===== src/rtl/meas_uart_pkg.sv =====
// Shared definitions for the measurement-to-UART path.
// Provides the frame FSM state type, the ASCII constants used to build a
// "DDD\r\n" frame, and the shift-add-3 digit correction used by the binary to
// BCD converter.
package meas_uart_pkg;

  typedef enum logic [2:0] {
    StIdle,
    StConvert,
    StLoad,
    StSend,
    StNext
  } state_e;

  localparam logic [7:0] ASCII_ZERO = 8'h30;
  localparam logic [7:0] ASCII_CR   = 8'h0D;
  localparam logic [7:0] ASCII_LF   = 8'h0A;

  localparam int unsigned CHARS_PER_FRAME = 5;
  // One double-dabble step per bit of the 8-bit measurement.
  localparam int unsigned DABBLE_STEPS    = 8;

  // Double-dabble correction: a digit of 5 or more would overflow past 9
  // after the following left shift, so bias it by 3 first.
  function automatic logic [3:0] add3(input logic [3:0] digit);
    return (digit >= 4'd5) ? digit + 4'd3 : digit;
  endfunction

endpackage


===== src/rtl/uart_tx_byte.sv =====
// 8N1 UART byte transmitter.
// Ports:
//   clk, rst_n : clock and asynchronous active-low reset
//   start      : one-cycle request; latches data and (re)starts a frame
//   data[7:0]  : byte to send, LSB first
//   tx         : serial line, idles high, registered
//   done       : one-cycle pulse in the last clock of the stop bit
module uart_tx_byte #(
  parameter int unsigned CLKS_PER_BIT = 87
) (
  input  logic       clk,
  input  logic       rst_n,
  input  logic       start,
  input  logic [7:0] data,
  output logic       tx,
  output logic       done
);

  localparam int unsigned CntW = 12;

  logic [CntW-1:0] baud_q;
  logic [3:0]      bit_q;    // 0 = start, 1..8 = data, 9 = stop
  logic [7:0]      shift_q;
  logic            active_q;
  logic            tx_q;
  logic            bit_end;

  assign bit_end = (baud_q == CntW'(CLKS_PER_BIT - 1));
  assign done    = active_q & bit_end & (bit_q == 4'd9);
  assign tx      = tx_q;

  always_ff @(posedge clk or negedge rst_n) begin
    if (!rst_n) begin
      baud_q   <= '0;
      bit_q    <= '0;
      shift_q  <= '0;
      active_q <= 1'b0;
      tx_q     <= 1'b1;
    end else if (start) begin
      tx_q     <= 1'b0;
      shift_q  <= data;
      baud_q   <= '0;
      bit_q    <= '0;
      active_q <= 1'b1;
    end else if (active_q) begin
      if (bit_end) begin
        baud_q <= '0;
        if (bit_q == 4'd9) begin
          active_q <= 1'b0;
        end else begin
          bit_q   <= bit_q + 4'd1;
          tx_q    <= shift_q[0];
          // Ones shifted in from the top become the stop bit after 8 shifts.
          shift_q <= {1'b1, shift_q[7:1]};
        end
      end else begin
        baud_q <= baud_q + CntW'(1);
      end
    end
  end

endmodule


===== src/rtl/meas_uart_tx.sv =====
// Prints each new frequency measurement on a UART as "DDD\r\n".
// Ports:
//   clk, rst_n   : clock and asynchronous active-low reset
//   measure[7:0] : measurement in kHz, captured on a data_valid rising edge
//   data_valid   : level from the tester; rising edge = new measurement
//   tx           : UART line, 8N1, idles high
//   busy         : high while a conversion or frame is in progress
//   overrun      : sticky; a pending measurement was overwritten unsent
module meas_uart_tx #(
  parameter int unsigned CLKS_PER_BIT = 87
) (
  input  logic       clk,
  input  logic       rst_n,
  input  logic [7:0] measure,
  input  logic       data_valid,
  output logic       tx,
  output logic       busy,
  output logic       overrun
);

  import meas_uart_pkg::*;

  state_e      state_q;
  logic        dv_q;
  logic [7:0]  pend_val_q;
  logic        pend_q;
  logic        overrun_q;
  logic        busy_q;
  logic        start_q;
  logic [2:0]  idx_q;
  logic [3:0]  cnt_q;
  logic [7:0]  value_q;
  logic [11:0] bcd_q;     // {hundreds, tens, units}
  logic [7:0]  tx_char;
  logic        tx_done;
  logic        dv_rise;
  logic        take;

  assign dv_rise = data_valid & ~dv_q;
  // The FSM consumes the pending value in this cycle.
  assign take    = (state_q == StIdle) & pend_q;

  always_comb begin
    tx_char = ASCII_LF;
    unique case (idx_q)
      3'd0:    tx_char = ASCII_ZERO + {4'd0, bcd_q[11:8]};
      3'd1:    tx_char = ASCII_ZERO + {4'd0, bcd_q[7:4]};
      3'd2:    tx_char = ASCII_ZERO + {4'd0, bcd_q[3:0]};
      3'd3:    tx_char = ASCII_CR;
      default: tx_char = ASCII_LF;
    endcase
  end

  always_ff @(posedge clk or negedge rst_n) begin
    if (!rst_n) begin
      state_q    <= StIdle;
      dv_q       <= 1'b0;
      pend_val_q <= '0;
      pend_q     <= 1'b0;
      overrun_q  <= 1'b0;
      busy_q     <= 1'b0;
      start_q    <= 1'b0;
      idx_q      <= '0;
      cnt_q      <= '0;
      value_q    <= '0;
      bcd_q      <= '0;
    end else begin
      dv_q    <= data_valid;
      start_q <= 1'b0;

      // A new arrival always wins the buffer; it is only an overrun if the
      // previous value is not being consumed in the same cycle.
      if (dv_rise) begin
        pend_val_q <= measure;
        pend_q     <= 1'b1;
        if (pend_q && !take) begin
          overrun_q <= 1'b1;
        end
      end else if (take) begin
        pend_q <= 1'b0;
      end

      unique case (state_q)
        StIdle: begin
          if (pend_q) begin
            value_q <= pend_val_q;
            bcd_q   <= '0;
            cnt_q   <= '0;
            busy_q  <= 1'b1;
            state_q <= StConvert;
          end
        end
        StConvert: begin
          if (cnt_q == 4'(DABBLE_STEPS)) begin
            start_q <= 1'b1;
            state_q <= StLoad;
          end else begin
            // Hundreds never exceeds 2 for an 8-bit input, so it needs no
            // correction; tens and units are adjusted before the shift.
            bcd_q   <= {bcd_q[10:8], add3(bcd_q[7:4]), add3(bcd_q[3:0]), value_q[7]};
            value_q <= {value_q[6:0], 1'b0};
            cnt_q   <= cnt_q + 4'd1;
          end
        end
        StLoad: begin
          state_q <= StSend;
        end
        StSend: begin
          if (tx_done) begin
            state_q <= StNext;
          end
        end
        StNext: begin
          if (idx_q == 3'(CHARS_PER_FRAME - 1)) begin
            idx_q   <= '0;
            busy_q  <= 1'b0;
            state_q <= StIdle;
          end else begin
            idx_q   <= idx_q + 3'd1;
            start_q <= 1'b1;
            state_q <= StLoad;
          end
        end
        default: state_q <= StIdle;
      endcase
    end
  end

  uart_tx_byte #(
    .CLKS_PER_BIT(CLKS_PER_BIT)
  ) u_tx (
    .clk  (clk),
    .rst_n(rst_n),
    .start(start_q),
    .data (tx_char),
    .tx   (tx),
    .done (tx_done)
  );

  assign busy    = busy_q;
  assign overrun = overrun_q;

endmodule


===== config.mk =====
export PLATFORM = sky130hd
export DESIGN_NAME = meas_uart_tx
export DESIGN_NICKNAME = d
export VERILOG_FILES = /design/src/rtl/meas_uart_pkg.sv /design/src/rtl/uart_tx_byte.sv /design/src/rtl/meas_uart_tx.sv
export SDC_FILE = /design/constraint.sdc
export NUM_CORES = 1
export LEC_CHECK = 0
export BUFFER_PORTS_ARGS = -buffer_cell sky130_fd_sc_hd__clkbuf_2
export CAP_MARGIN = 10
export CORE_UTILIZATION = 55
export CTS_CLUSTER_DIAMETER = 100
export DETAILED_ROUTE_END_ITERATION = 16
export GPL_TIMING_DRIVEN = 0
export PLACE_DENSITY = 0.75
export SETUP_SLACK_MARGIN = 0.1
export SKIP_LAST_GASP = 1
export SYNTH_ARGS = -nofsm -noshare
export SYNTH_HDL_FRONTEND = slang
export SYNTH_SLANG_ARGS = --single-unit

===== constraint.sdc =====
create_clock -name clk -period 1.9 [get_ports clk]
set_input_delay 0.285 -clock clk [delete_from_list [all_inputs] [get_ports clk]]
set_output_delay 0.285 -clock clk [all_outputs]
set_load 0.005 [all_outputs]

Word level (Yosys, flattened, before mapping)
Cells that the tools add are included.
- bits of input ports: 11
- memories: 0
- register bits: 69
- latch bits: 0
- memory bits (writable): 0
- ROM bits: 0
- logic and storage cells: 108
- divide/modulo/power cells: 0
- reduce and logical (&&, ||, !) cells: 14
- shift operators: 0
- bitwise logic cells: 5
- magnitude comparators: 2
- equal/unequal tests: 17
- $mul: 0
- add/subtract/negate cells: 9
- multiplexer cells: 45
- operator list (operator ; number):
    $mux 12 ; 5
    $mux 8 ; 6
    $mux 4 ; 8
    $pmux 7 s4 ; 1
    $pmux 12 s2 ; 1
    $add 6x4->7 const A ; 3
    $pmux 8 s2 ; 1
    $pmux 3 s5 ; 1
    $mux 1 ; 14
    $add 12x1->12 const B ; 1
    $eq 12x7->1 const B ; 1
    $eq 3x2->1 const B ; 4
    $mux 3 ; 4
    $ne 2x2->1 const B ; 6
    $reduce_and 3->1 ; 4
    $reduce_bool 2->1 ; 5
    $add 4x1->4 const B ; 2
    $add 4x2->4 const B ; 2
    $eq 4x4->1 const B ; 2
    $ge 4x3->1 const B ; 2
    $pmux 4 s2 ; 1
    $eq 3x1->1 const B ; 2
    $eq 3x3->1 const B ; 2
    $logic_not 3->1 ; 2
    8 further kinds ; 12

Longest topological paths before layout
Gate-level depths: netlist of run 1.
- depth after elaboration: 5
- mapped depth: 8
- mapped depth without buffers: 6

Hierarchy
From an unflattened synthesis of run 1, not the netlist that was laid out.
- cells, all modules: 369
- area total of the unflattened synthesis: 3619.7 um^2
- by module, submodules not included (module ; times used ; seq. area each (um^2) ; area each (um^2) ; cells each):
    meas_uart_tx ; 1 ; 1076.0 ; 2237.1 ; 232
    uart_tx_byte ; 1 ; 651.9 ; 1382.6 ; 137

Worst setup path before layout of run 1
OpenSTA, ideal clock, no wires.
- kind: register to register
- from: register cnt_q[0]
- to: register bcd_q[0]
- path slack: 103 ps
- cell stages (with the launch flop): 8
- arrival time: 1676 ps
- buffers on the path: 2
- clock period less this slack: 1797 ps
- library setup time: 121 ps
- path through: dfrtp_1 inv_1 ha_1 and4b_1 buf_2 or3_4 buf_6 a22o_1
- longest elaborated chain between the ends: 3
- RTL lines (item ; RTL line ; RTL):
    from (decl) ; meas_uart_tx.sv:31 ; logic [3:0] cnt_q;
    from (signal assigned) ; meas_uart_tx.sv:102 ; cnt_q <= cnt_q + 4'd1;
    $eq 4x4->1 ; meas_uart_tx.sv:94 ; if (cnt_q == 4'(DABBLE_STEPS)) begin
    $ne 2x2->1 (no line) ; - ;
    $reduce_and 3->1 (no line) ; - ;
    to (signal assigned) ; meas_uart_tx.sv:100 ; bcd_q <= {bcd_q[10:8], add3(bcd_q[7:4]), add3(bcd_q[3:0]), value_q[7]};
    to (decl) ; meas_uart_tx.sv:33 ; logic [11:0] bcd_q;
Every way passes these cells.
A chain may end at the register's enable or synchronous reset.

Final worst setup path of run 1
Ends and elaborated chain as after synthesis.

==> flow_summary_export.csv, run 1 <==
group,metric,value,unit
status,status,"completed",
sta,min_period,1830,ps
synth,synth-edff-count,0,
final_layout,layout_commonest_cell,"dfrtp_1",
synth,synth_cell_types,52,
critical_path,path_max_fanout,5,
detailed_routing,drc,0,
grt,grt_pass1_vias,2504,
critical_path,crit_path_end_kind,"register",
grt,grt_pass1_wl,11300,um
critical_path,start_kind,"register",
sta,max_slew_margin,67.7,%
cts,cts.sinks,69,
sta,setup_viol,0,
sta,finClkSkew,6.82,ps
grt,grt_usage,22.8,%
grt,antenna_found_initial,0,
sta,timing.hold.ws,71.4,ps
synth,yosys_warnings,0,
worst_hold_path,worstHoldPathType,"in2reg",
detailed_routing,wire_per_inst,14.6,um
synth,async_flop_share,100,%
grt,use_met1,28.8,%
final_layout,final.fill_count,475,
grt,grt_max_degree,42,
final_layout,diodes,0,
critical_path,critPathMaxStageDelay,440,ps
power_and_ir_drop,power_leakage,1.90,nW
sta,fin_crit_sh,96.6,%
floorplan,io_pins,14,
sta,fin_setup_tns,0,ps
sta,rsz0062_at_grt,"yes",
synth,syn_nets,366,
floorplan,chipWidth,81.5,um
flow_run,cap_viol_max_count,0,
final_layout,area.growth.synth_to_final,16.2,%
final_layout,drive_gt1_share,18.9,%
grt,grt_use_met3,3.78,%
critical_path,reg2reg_slack,70,ps
synth,syn_area,3470,sq um
final_layout,mostFrequentLayoutCells,"dfrtp_1, nand2_1, nor2_1",
critical_path,crit_path_cell_trace,"inv_2 -> ha_4 -> and4b_1 -> buf_6 -> or3_4 -> buf_6 -> a22o_1",
cts,cts_tree,"done",
detailed_routing,viasPerCell,5.59,
sta,hold_viol,0,
synth,netlist_instances,340,
critical_path,required,2140,ps
critical_path,critPathSlowestCell,"or3_4",
critical_path,path_class,"reg2reg",
floorplan,placementRows,28,
cts,numCtsBuffers,9,
detailed_routing,dr.pass1.iters,5,
final_layout,finalNetCount,401,
cts,cts_max_level,3,
synth,ys_ff_latch,69,
grt,grt_util_met2,37.6,%
detailed_routing,routed_wl,6660,um
cts,clockRootBuffer,"clkbuf_8",
cts,clock_latency,340,ps
sta,fmax,0.545,GHz
sta,tightest_slew,482,ps
placement,io_buffer_count,13,
critical_path,arrival,2070,ps
power_and_ir_drop,p_per_area,845,nW/um^2
grt,grt_overflow,0,
detailed_routing,drtAntennaViolNets,0,
floorplan,die_area,6640,sq um
synth,ys_seq_area_share,49.7,%
floorplan,start_util,58.0,%
floorplan,die_h,81.5,um
placement,hpwl,4530,um
placement,place_area,3650,sq um
cts,cts_buffer_depth,2,
power_and_ir_drop,vdd_drop_max,478,uV
synth,synth_flop_cell,"dfrtp_1",
sta,slew_violations,0,
detailed_routing,drt_iter0_drc,158,
cts,clkSlewWorstSetupHoldPaths,70,ps
critical_path,cp_common_cell,"buf_6",
final_layout,fin_area,4040,sq um
floorplan,core_area,5990,sq um
detailed_routing,vias,2545,
grt,busiest_layer,"met2",
synth,postSynthAreaPerCell,10.2,sq um
placement,gp_congestion,0.875,
[state kept, by name, indices dropped and copies added (netlist names), 3 cells and up]
register / count
bcd_q: 12
cnt_q: 4
idx_q: 3
pend_val_q: 8
state_q: 3
u_tx.baud_q: 12
u_tx.bit_q: 4
u_tx.shift_q: 8
value_q: 8
[per-layer routing]
metal,part of all wire (%),routed length (um)
met3,3.5,230
met5,0,0
met4,2.3,156
met2,47,3150
met1,47,3120
[metrics by stage]
step           total power [mW]  std cells  utilization [%]  setup WS (ps)
2_1_floorplan              1.89        340                -            103
3_3_place_gp               1.98        428             60.6           11.5
3_5_place_dp               2.01        429             61.0          -47.1
4_1_cts                    3.44        449             66.0            104
5_1_grt                    3.55        455             67.4           31.7
6_report                   3.41        455             67.4           65.4
[layout make-up]
| class | instances | area [sq um] | area share (%) |
|---|---|---|---|
| inverter | 15 | 56.3 | 1.39 |
| clock buffer | 13 | 179 | 4.43 |
| tap | 75 | 93.8 | 2.32 |
| clock inverter | 3 | 65.1 | 1.61 |
| sequential | 69 | 1730 | 42.8 |
| multi-input combinational | 242 | 1640 | 40.7 |
| timing repair buffer | 24 | 169 | 4.18 |
| buffer | 14 | 103 | 2.54 |
[Yosys cell counts, types with 3 or more instances]
library cell  number  area [sq um]
dfrtp_1           68          1700
nand2b_1           8          50.1
a21o_1             3          22.5
ha_1              15           188
xnor2_1            9          78.8
a22o_1             8          70.1
o21ai_0            9          45.0
xor2_1             7          61.3
buf_2              6          30.0
nor4_1             4          25.0
a22oi_1            6          45.0
inv_1             15          56.3
a31oi_1            3          18.8
clkbuf_1           3          11.3
o21ai_1            3          15.0
nand3_1            5          25.0
nor2_1            26          97.6
o31ai_1            4          30.0
a21oi_1           10          50.1
a222oi_1           4          40.0
buf_6              3          33.8
mux2_2             6          67.6
or3_1              3          18.8
nor3_1             6          30.0
mux2i_1            8          80.1
nand2_1           60           225
[what timing repair did]
action / in CTS / in global routing
endpoints found under the setup margin: 27 / 39
gates cloned: 1 / 0
hold buffers: 1 / 0
buffers inserted: 2 / 6
pin swaps: 1 / 9
resized for setup: 9 / 12
endpoints found under the hold margin: 28 / 0
[final timing paths]
check | depth (start not counted) | endpoint | from
worst min register to register | 2 | pend_val_q[0] | pend_val_q[0]
min in group asynchronous | 2 | state_q[1] | rst_n
worst min-delay path | 1 | dv_q | data_valid
worst max register to register | 7 | bcd_q[0] | cnt_q[0]
max in group asynchronous | 3 | u_tx.tx | rst_n
worst max-delay path | 7 | bcd_q[0] | cnt_q[0]
[power by group]
part / internal (mW) / switching, mW / leakage (nW)
combinational: 0.157 / 0.186 / 0.904
sequential: 1.55 / 0.0973 / 0.872
clock: 0.881 / 0.544 / 0.126
total: 2.59 / 0.827 / 1.90
[cell families (layout without fill, tap and decap cells)]
kind of cell    after synthesis  count (layout)  share of synthesized area (%)
buf+inv                      29              69                           4.00
compound gates               63              63                           13.2
flops                        69              69                           49.7
mux                          14              14                           4.25
xor+xnor                     16              16                           4.03
fa+ha+maj                    15              15                           5.40
simple gates                134             134                           19.4
[worst max-delay path: cells and delay by family, from the launching register on]
family,cells,cell delay [ps]
AOI/OAI and AO/OA,1,210
adders and majority gates,1,150
DFF,1,380
and+or+nand+nor,2,630
buffers and inverters,3,360
Note: power is estimated with default switching activity, not from simulation.
==> inputs of run 2 (changes only) <==
CORE_UTILIZATION = 45   (was 55)
PLACE_DENSITY = unset   (was 0.75)
==> run 2 against run 1 <==
Compared with the run above:
- worst setup slack gained 47 ps
- die area rose by 22%
- register-to-register slack improved by 50 ps
- sequential cell count is the same
- largest cell class unchanged
- power fell by 6.2%
- critical endpoint unchanged
- sequential share of layout area down 0.14 points
- via count shrank 2.1%
- fmax rose by 2.6%
==> flow_summary_export.csv, run 2 (same netlist as run 1, synthesis figures left out) <==
group,metric,value,unit
placement,gp_congestion,0.784,
worst_hold_path,hold_start,"data_valid",
cts,clkSlewWorstSetupHoldPaths,80,ps
detailed_routing,drt_iter0_drc,103,
sta,slew_violations,0,
critical_path,critPathMaxStageDelay,440,ps
floorplan,core_area,7370,sq um
floorplan,chipWidth,89.9,um
floorplan,die_h,89.9,um
grt,use_met1,22.7,%
critical_path,worstReg2RegEnd,"bcd_q[0]",
sta,tightest_slew,475,ps
power_and_ir_drop,vdd_drop_max,390,uV
sta,finClkSkew,7.67,ps
critical_path,arrival,2040,ps
critical_path,r2r_start,"cnt_q[0]",
critical_path,start_kind,"register",
final_layout,area.growth.synth_to_final,16.7,%
floorplan,start_util,47.1,%
critical_path,path_class,"reg2reg",
critical_path,worstSetupStartpoint,"cnt_q[0]",
power_and_ir_drop,power_leakage,1.88,nW
detailed_routing,drc,0,
sta,fin_crit_sh,94.1,%
critical_path,required,2150,ps
sta,fmax,0.559,GHz
sta,max_slew_margin,68.4,%
placement,io_buffer_count,13,
final_layout,finalNetCount,401,
final_layout,layout_commonest_cell,"dfrtp_1",
grt,grt_usage,18.3,%
grt,grt_use_met3,5.58,%
final_layout,top_regs,"bcd_q: 12 flops, u_tx.baud_q: 12 flops",
floorplan,placementRows,31,
grt,grt_pass1_vias,2455,
floorplan,die_area,8070,sq um
final_layout,drive_gt1_share,19.2,%
detailed_routing,vias,2492,
cts,cts.sinks,69,
cts,numCtsBuffers,9,
grt,grt_overflow,0,
status,status,"completed",
cts,cts_max_level,3,
final_layout,fin_area,4050,sq um
cts,cts_tree,"done",
critical_path,crit_path_end_kind,"register",
final_layout,diodes,0,
detailed_routing,dr.pass1.iters,6,
worst_hold_path,worstHoldPathType,"in2reg",
cts,clockRootBuffer,"clkbuf_8",
final_layout,final.fill_count,671,
sta,min_period,1790,ps
critical_path,reg2regPathDepth,7,
worst_hold_path,whs_path_depth,1,
power_and_ir_drop,p_sw_share,26.8,%
placement,place_area,3680,sq um
sta,fin_setup_tns,0,ps
power_and_ir_drop,pwr-share-clk,37.9,%
placement,hpwl,4660,um
final_layout,mostFrequentLayoutCells,"dfrtp_1, nand2_1, nor2_1, inv_1, ha_1",
cts,clock_latency,350,ps
critical_path,critPathSlowestCell,"or3_4",
detailed_routing,wire_per_inst,14.2,um
sta,hold_viol,0,
critical_path,crit_family,"simple AND/OR/NAND/NOR gates",
grt,grt_pass1_wl,11700,um
grt,grt_util_met2,30.5,%
power_and_ir_drop,combinationalPowerShare,10.6,%
grt,busiest_layer,"met2",
power_and_ir_drop,pwr-share-seq,51.5,%
power_and_ir_drop,p_int,2.34,mW
floorplan,io_pins,14,
final_layout,fin_cells,479,
critical_path,path_max_fanout,5,
power_and_ir_drop,power.total,3.20,mW
sta,rsz0062_at_grt,"yes",
critical_path,critPathBufInv,3,
cts,cts_buffer_depth,2,
detailed_routing,routed_wl,6780,um
power_and_ir_drop,p_per_area,790,nW/um^2
grt,antenna_found_initial,0,
flow_run,cap_viol_max_count,0,
power_and_ir_drop,p_switching,0.859,mW
critical_path,crit_path_cell_trace,"inv_1 -> ha_2 -> and4b_1 -> buf_6 -> or3_4 -> clkbuf_16 -> a22o_1",
worst_hold_path,min_to,"dv_q",
sta,setup_viol,0,
placement,dp.cells,453,
grt,grt_max_degree,42,
detailed_routing,drtAntennaViolNets,0,
critical_path,reg2reg_slack,110,ps
detailed_routing,viasPerCell,5.20,
-- run 2: cell types whose count changed in the layout (fill, tap and decap cells not counted), sizes merged --
cell	previous run	this run
clkinvlp	0	3
buf	21	19
bufinv	2	1
clkbuf	29	28
clkinv	1	2
-- run 2: final cells by class --
type | count | area (sq um) | area share [%]
inverter | 15 | 56.3 | 1.39
buffer | 14 | 118 | 2.90
multi-input combinational | 242 | 1640 | 40.5
clock inverter | 6 | 62.6 | 1.54
sequential | 69 | 1730 | 42.7
timing repair buffer | 24 | 183 | 4.51
clock buffer | 10 | 138 | 3.40
tap | 99 | 124 | 3.06
-- run 2: through the flow --
step / hold WS (ps) / setup slack, ps / utilization, %
CTS: 40.9 / 63.0 / 53.3
global route: 44.9 / 64.9 / 55.0
floorplan: -10.6 / 103 / -
detailed placement: 275 / -53.6 / 50.0
finish: 56.6 / 112 / 55.0
global placement: 420 / -38.0 / 49.7
-- run 2: how the worst max path moves through the flow --
stage | end | slack (ps) | depth (start not counted)
after global placement | pend_val_q[4] | -40 | 1
after CTS | bcd_q[11] | 60 | 7
final | bcd_q[0] | 110 | 7
after floorplan | bcd_q[0] | 100 | 7
after global routing | u_tx.shift_q[2] | 60 | 6
after detailed placement | bcd_q[3] | -50 | 6
-- run 2: repair_timing --
action / CTS / global route
endpoints found under the setup margin: 29 / 45
endpoints found under the hold margin: 28 / 0
pin swaps: 1 / 10
hold buffers: 1 / 0
buffers inserted: 2 / 6
cloned: 0 / 1
resized for setup: 6 / 18
-- run 2: per-layer routing --
layer  vias up  part of all wire [%]  wire length, um
met5         -                     0                0
met4         0                   1.4               96
met3        11                   3.2              219
met2        32                    48             3220
met1      1188                    48             3240
li1       1261                     -                -
-- run 2: power by group through the flow --
stage	clock (mW)	combinational [mW]	sequential, mW
global placement	0	0.323	1.67
CTS	1.26	0.338	1.64
floorplan	0	0.254	1.64
global route	1.32	0.391	1.66
detailed placement	0	0.336	1.67
finish	1.21	0.341	1.65
==> inputs of run 3 (changes only) <==
CORE_UTILIZATION = 55   (was 45)
PLACE_DENSITY = 0.72   (was unset)
clock period = 2.1 ns   (was 1.9 ns; I/O delays follow)
==> run 3 against run 2 <==
Compared with the run above:
- routed wire length is 4.9% lower
- clock-buffer cell count increased by 1
- sequential cell count unchanged
- via count shrank 0.64%
- cell count decreased by 6.5%
- first-iteration DRC count is 30% higher
- non-clock buffer count decreased by 7
- worst setup slack improved by 93 ps
- clock power shrank 13%
- largest power group unchanged
==> flow_summary_export.csv, run 3 (same netlist as run 1, synthesis figures left out) <==
group,metric,value,unit
status,status,"completed",
final_layout,fin_util,65.0,%
sta,max_slew_margin,58.7,%
power_and_ir_drop,power_leakage,1.84,nW
cts,cts_tree,"done",
placement,gp_congestion,0.869,
power_and_ir_drop,p_per_area,728,nW/um^2
sta,fin_setup_tns,0,ps
detailed_routing,wire_per_inst,14.4,um
critical_path,path_max_fanout,10,
detailed_routing,vias,2476,
grt,grt_usage,21.9,%
cts,numCtsBuffers,9,
cts,clkSlewWorstSetupHoldPaths,70,ps
final_layout,final-seq-area,1730,sq um
power_and_ir_drop,vdd_drop_max,552,uV
placement,dp.cells,429,
critical_path,crit_family,"simple AND/OR/NAND/NOR gates",
placement,hpwl,4640,um
grt,grt_pass1_vias,2389,
final_layout,mostFrequentLayoutCells,"dfrtp_1, nand2_1, nor2_1, inv_1, ha_1",
critical_path,critPathMaxStageDelay,430,ps
floorplan,die_area,6640,sq um
final_layout,finalNetCount,394,
cts,cts.sinks,69,
detailed_routing,viasPerCell,5.53,
cts,cts_buffer_depth,2,
sta,fin_crit_sh,90.2,%
critical_path,start_kind,"register",
critical_path,critPathSlowestCell,"or3_4",
sta,timing.hold.ws,111,ps
sta,min_period,1890,ps
detailed_routing,routed_wl,6450,um
flow_run,cap_viol_max_count,0,
floorplan,start_util,58.0,%
floorplan,chipWidth,81.5,um
sta,finClkSkew,8.53,ps
placement,io_buffer_count,13,
critical_path,required,2320,ps
final_layout,area.growth.synth_to_final,12.1,%
detailed_routing,dr.pass1.iters,4,
sta,layout_setup_ws,205,ps
floorplan,placementRows,28,
worst_hold_path,worstHoldPathType,"in2reg",
final_layout,multiInputGateArea,1620,sq um
sta,rsz0062_at_grt,"no",
critical_path,crit_path_end_kind,"register",
grt,grt_pass1_wl,10900,um
cts,clockRootBuffer,"clkbuf_8",
detailed_routing,drc,0,
sta,hold_viol,0,
grt,grt_max_degree,55,
final_layout,diodes,0,
final_layout,layout_commonest_cell,"dfrtp_1",
sta,fmax,0.528,GHz
final_layout,fin_area,3890,sq um
floorplan,core_area,5990,sq um
cts,clock_latency,330,ps
sta,setup_viol,0,
final_layout,final.fill_count,478,
cts,cts_max_level,3,
floorplan,die_h,81.5,um
detailed_routing,drtAntennaViolNets,0,
placement,place_area,3660,sq um
critical_path,critPathBufInv,3,
critical_path,path_class,"reg2reg",
grt,grt_overflow,0,
detailed_routing,drt_iter0_drc,134,
final_layout,fin_cells,448,
critical_path,crit_path_cell_trace,"inv_1 -> ha_1 -> and4b_1 -> buf_2 -> or3_4 -> buf_6 -> a22o_1",
sta,slew_violations,0,
floorplan,io_pins,14,
final_layout,drive_gt1_share,15.5,%
power_and_ir_drop,power.total,2.84,mW
placement,place_worst_setup_slack,149,ps
final_layout,top_regs,"bcd_q: 12 flops, u_tx.baud_q: 12 flops",
sta,tightest_slew,617,ps
grt,antenna_found_initial,0,
critical_path,arrival,2120,ps
[run 3: final cells by class]
class / instances / share of cell area (%)
Buffer: 14 / 2.28
Clock buffer: 11 / 3.63
Clock inverter: 5 / 1.29
Inverter: 15 / 1.45
Multi-Input combinational cell: 242 / 41.5
Sequential cell: 69 / 44.4
Tap cell: 75 / 2.41
Timing Repair Buffer: 17 / 3.08
[run 3: worst reg2reg max path, delay by kind of cell (launching register included)]
family,cells,cell delay (ps)
and+or+nand+nor,2,610
adders and majority gates,1,210
DFF,1,370
buffers and inverters,3,370
AOI/OAI and AO/OA,1,230
[run 3: path summary, 6_finish.rpt]
path,slack (ps),cells past startpoint,start,to
worst max-delay path,210,7,cnt_q[0],bcd_q[10]
worst min-delay path,110,1,data_valid,dv_q
worst max register to register,210,7,cnt_q[0],bcd_q[10]
worst min register to register,480,2,value_q[5],value_q[5]
max in group asynchronous,1120,3,rst_n,u_tx.tx
min in group asynchronous,420,2,rst_n,u_tx.shift_q[3]
[run 3: timing repair]
item / 4_1_cts / 5_1_grt
setup buffers: 0 / 2
endpoints found under the hold margin: 15 / 0
hold buffers: 1 / 0
setup endpoints to repair: 0 / 19
resized for setup: 0 / 7
[run 3: power breakdown]
| group | leakage, nW | switching [mW] | internal (mW) | total (mW) |
|---|---|---|---|---|
| Clock | 0.103 | 0.473 | 0.573 | 1.05 |
| Sequential | 0.874 | 0.0849 | 1.40 | 1.49 |
| Combinational | 0.861 | 0.164 | 0.141 | 0.305 |
[run 3: metal layers]
layer / GRT usage (%) / part of all wire, % / vias up
li1: - / - / 1240
met1: 28.5 / 49 / 1201
met2: 35.7 / 47 / 27
met3: 3.78 / 2.5 / 8
met4: 10.4 / 1.4 / 0
met5: 0 / 0 / -
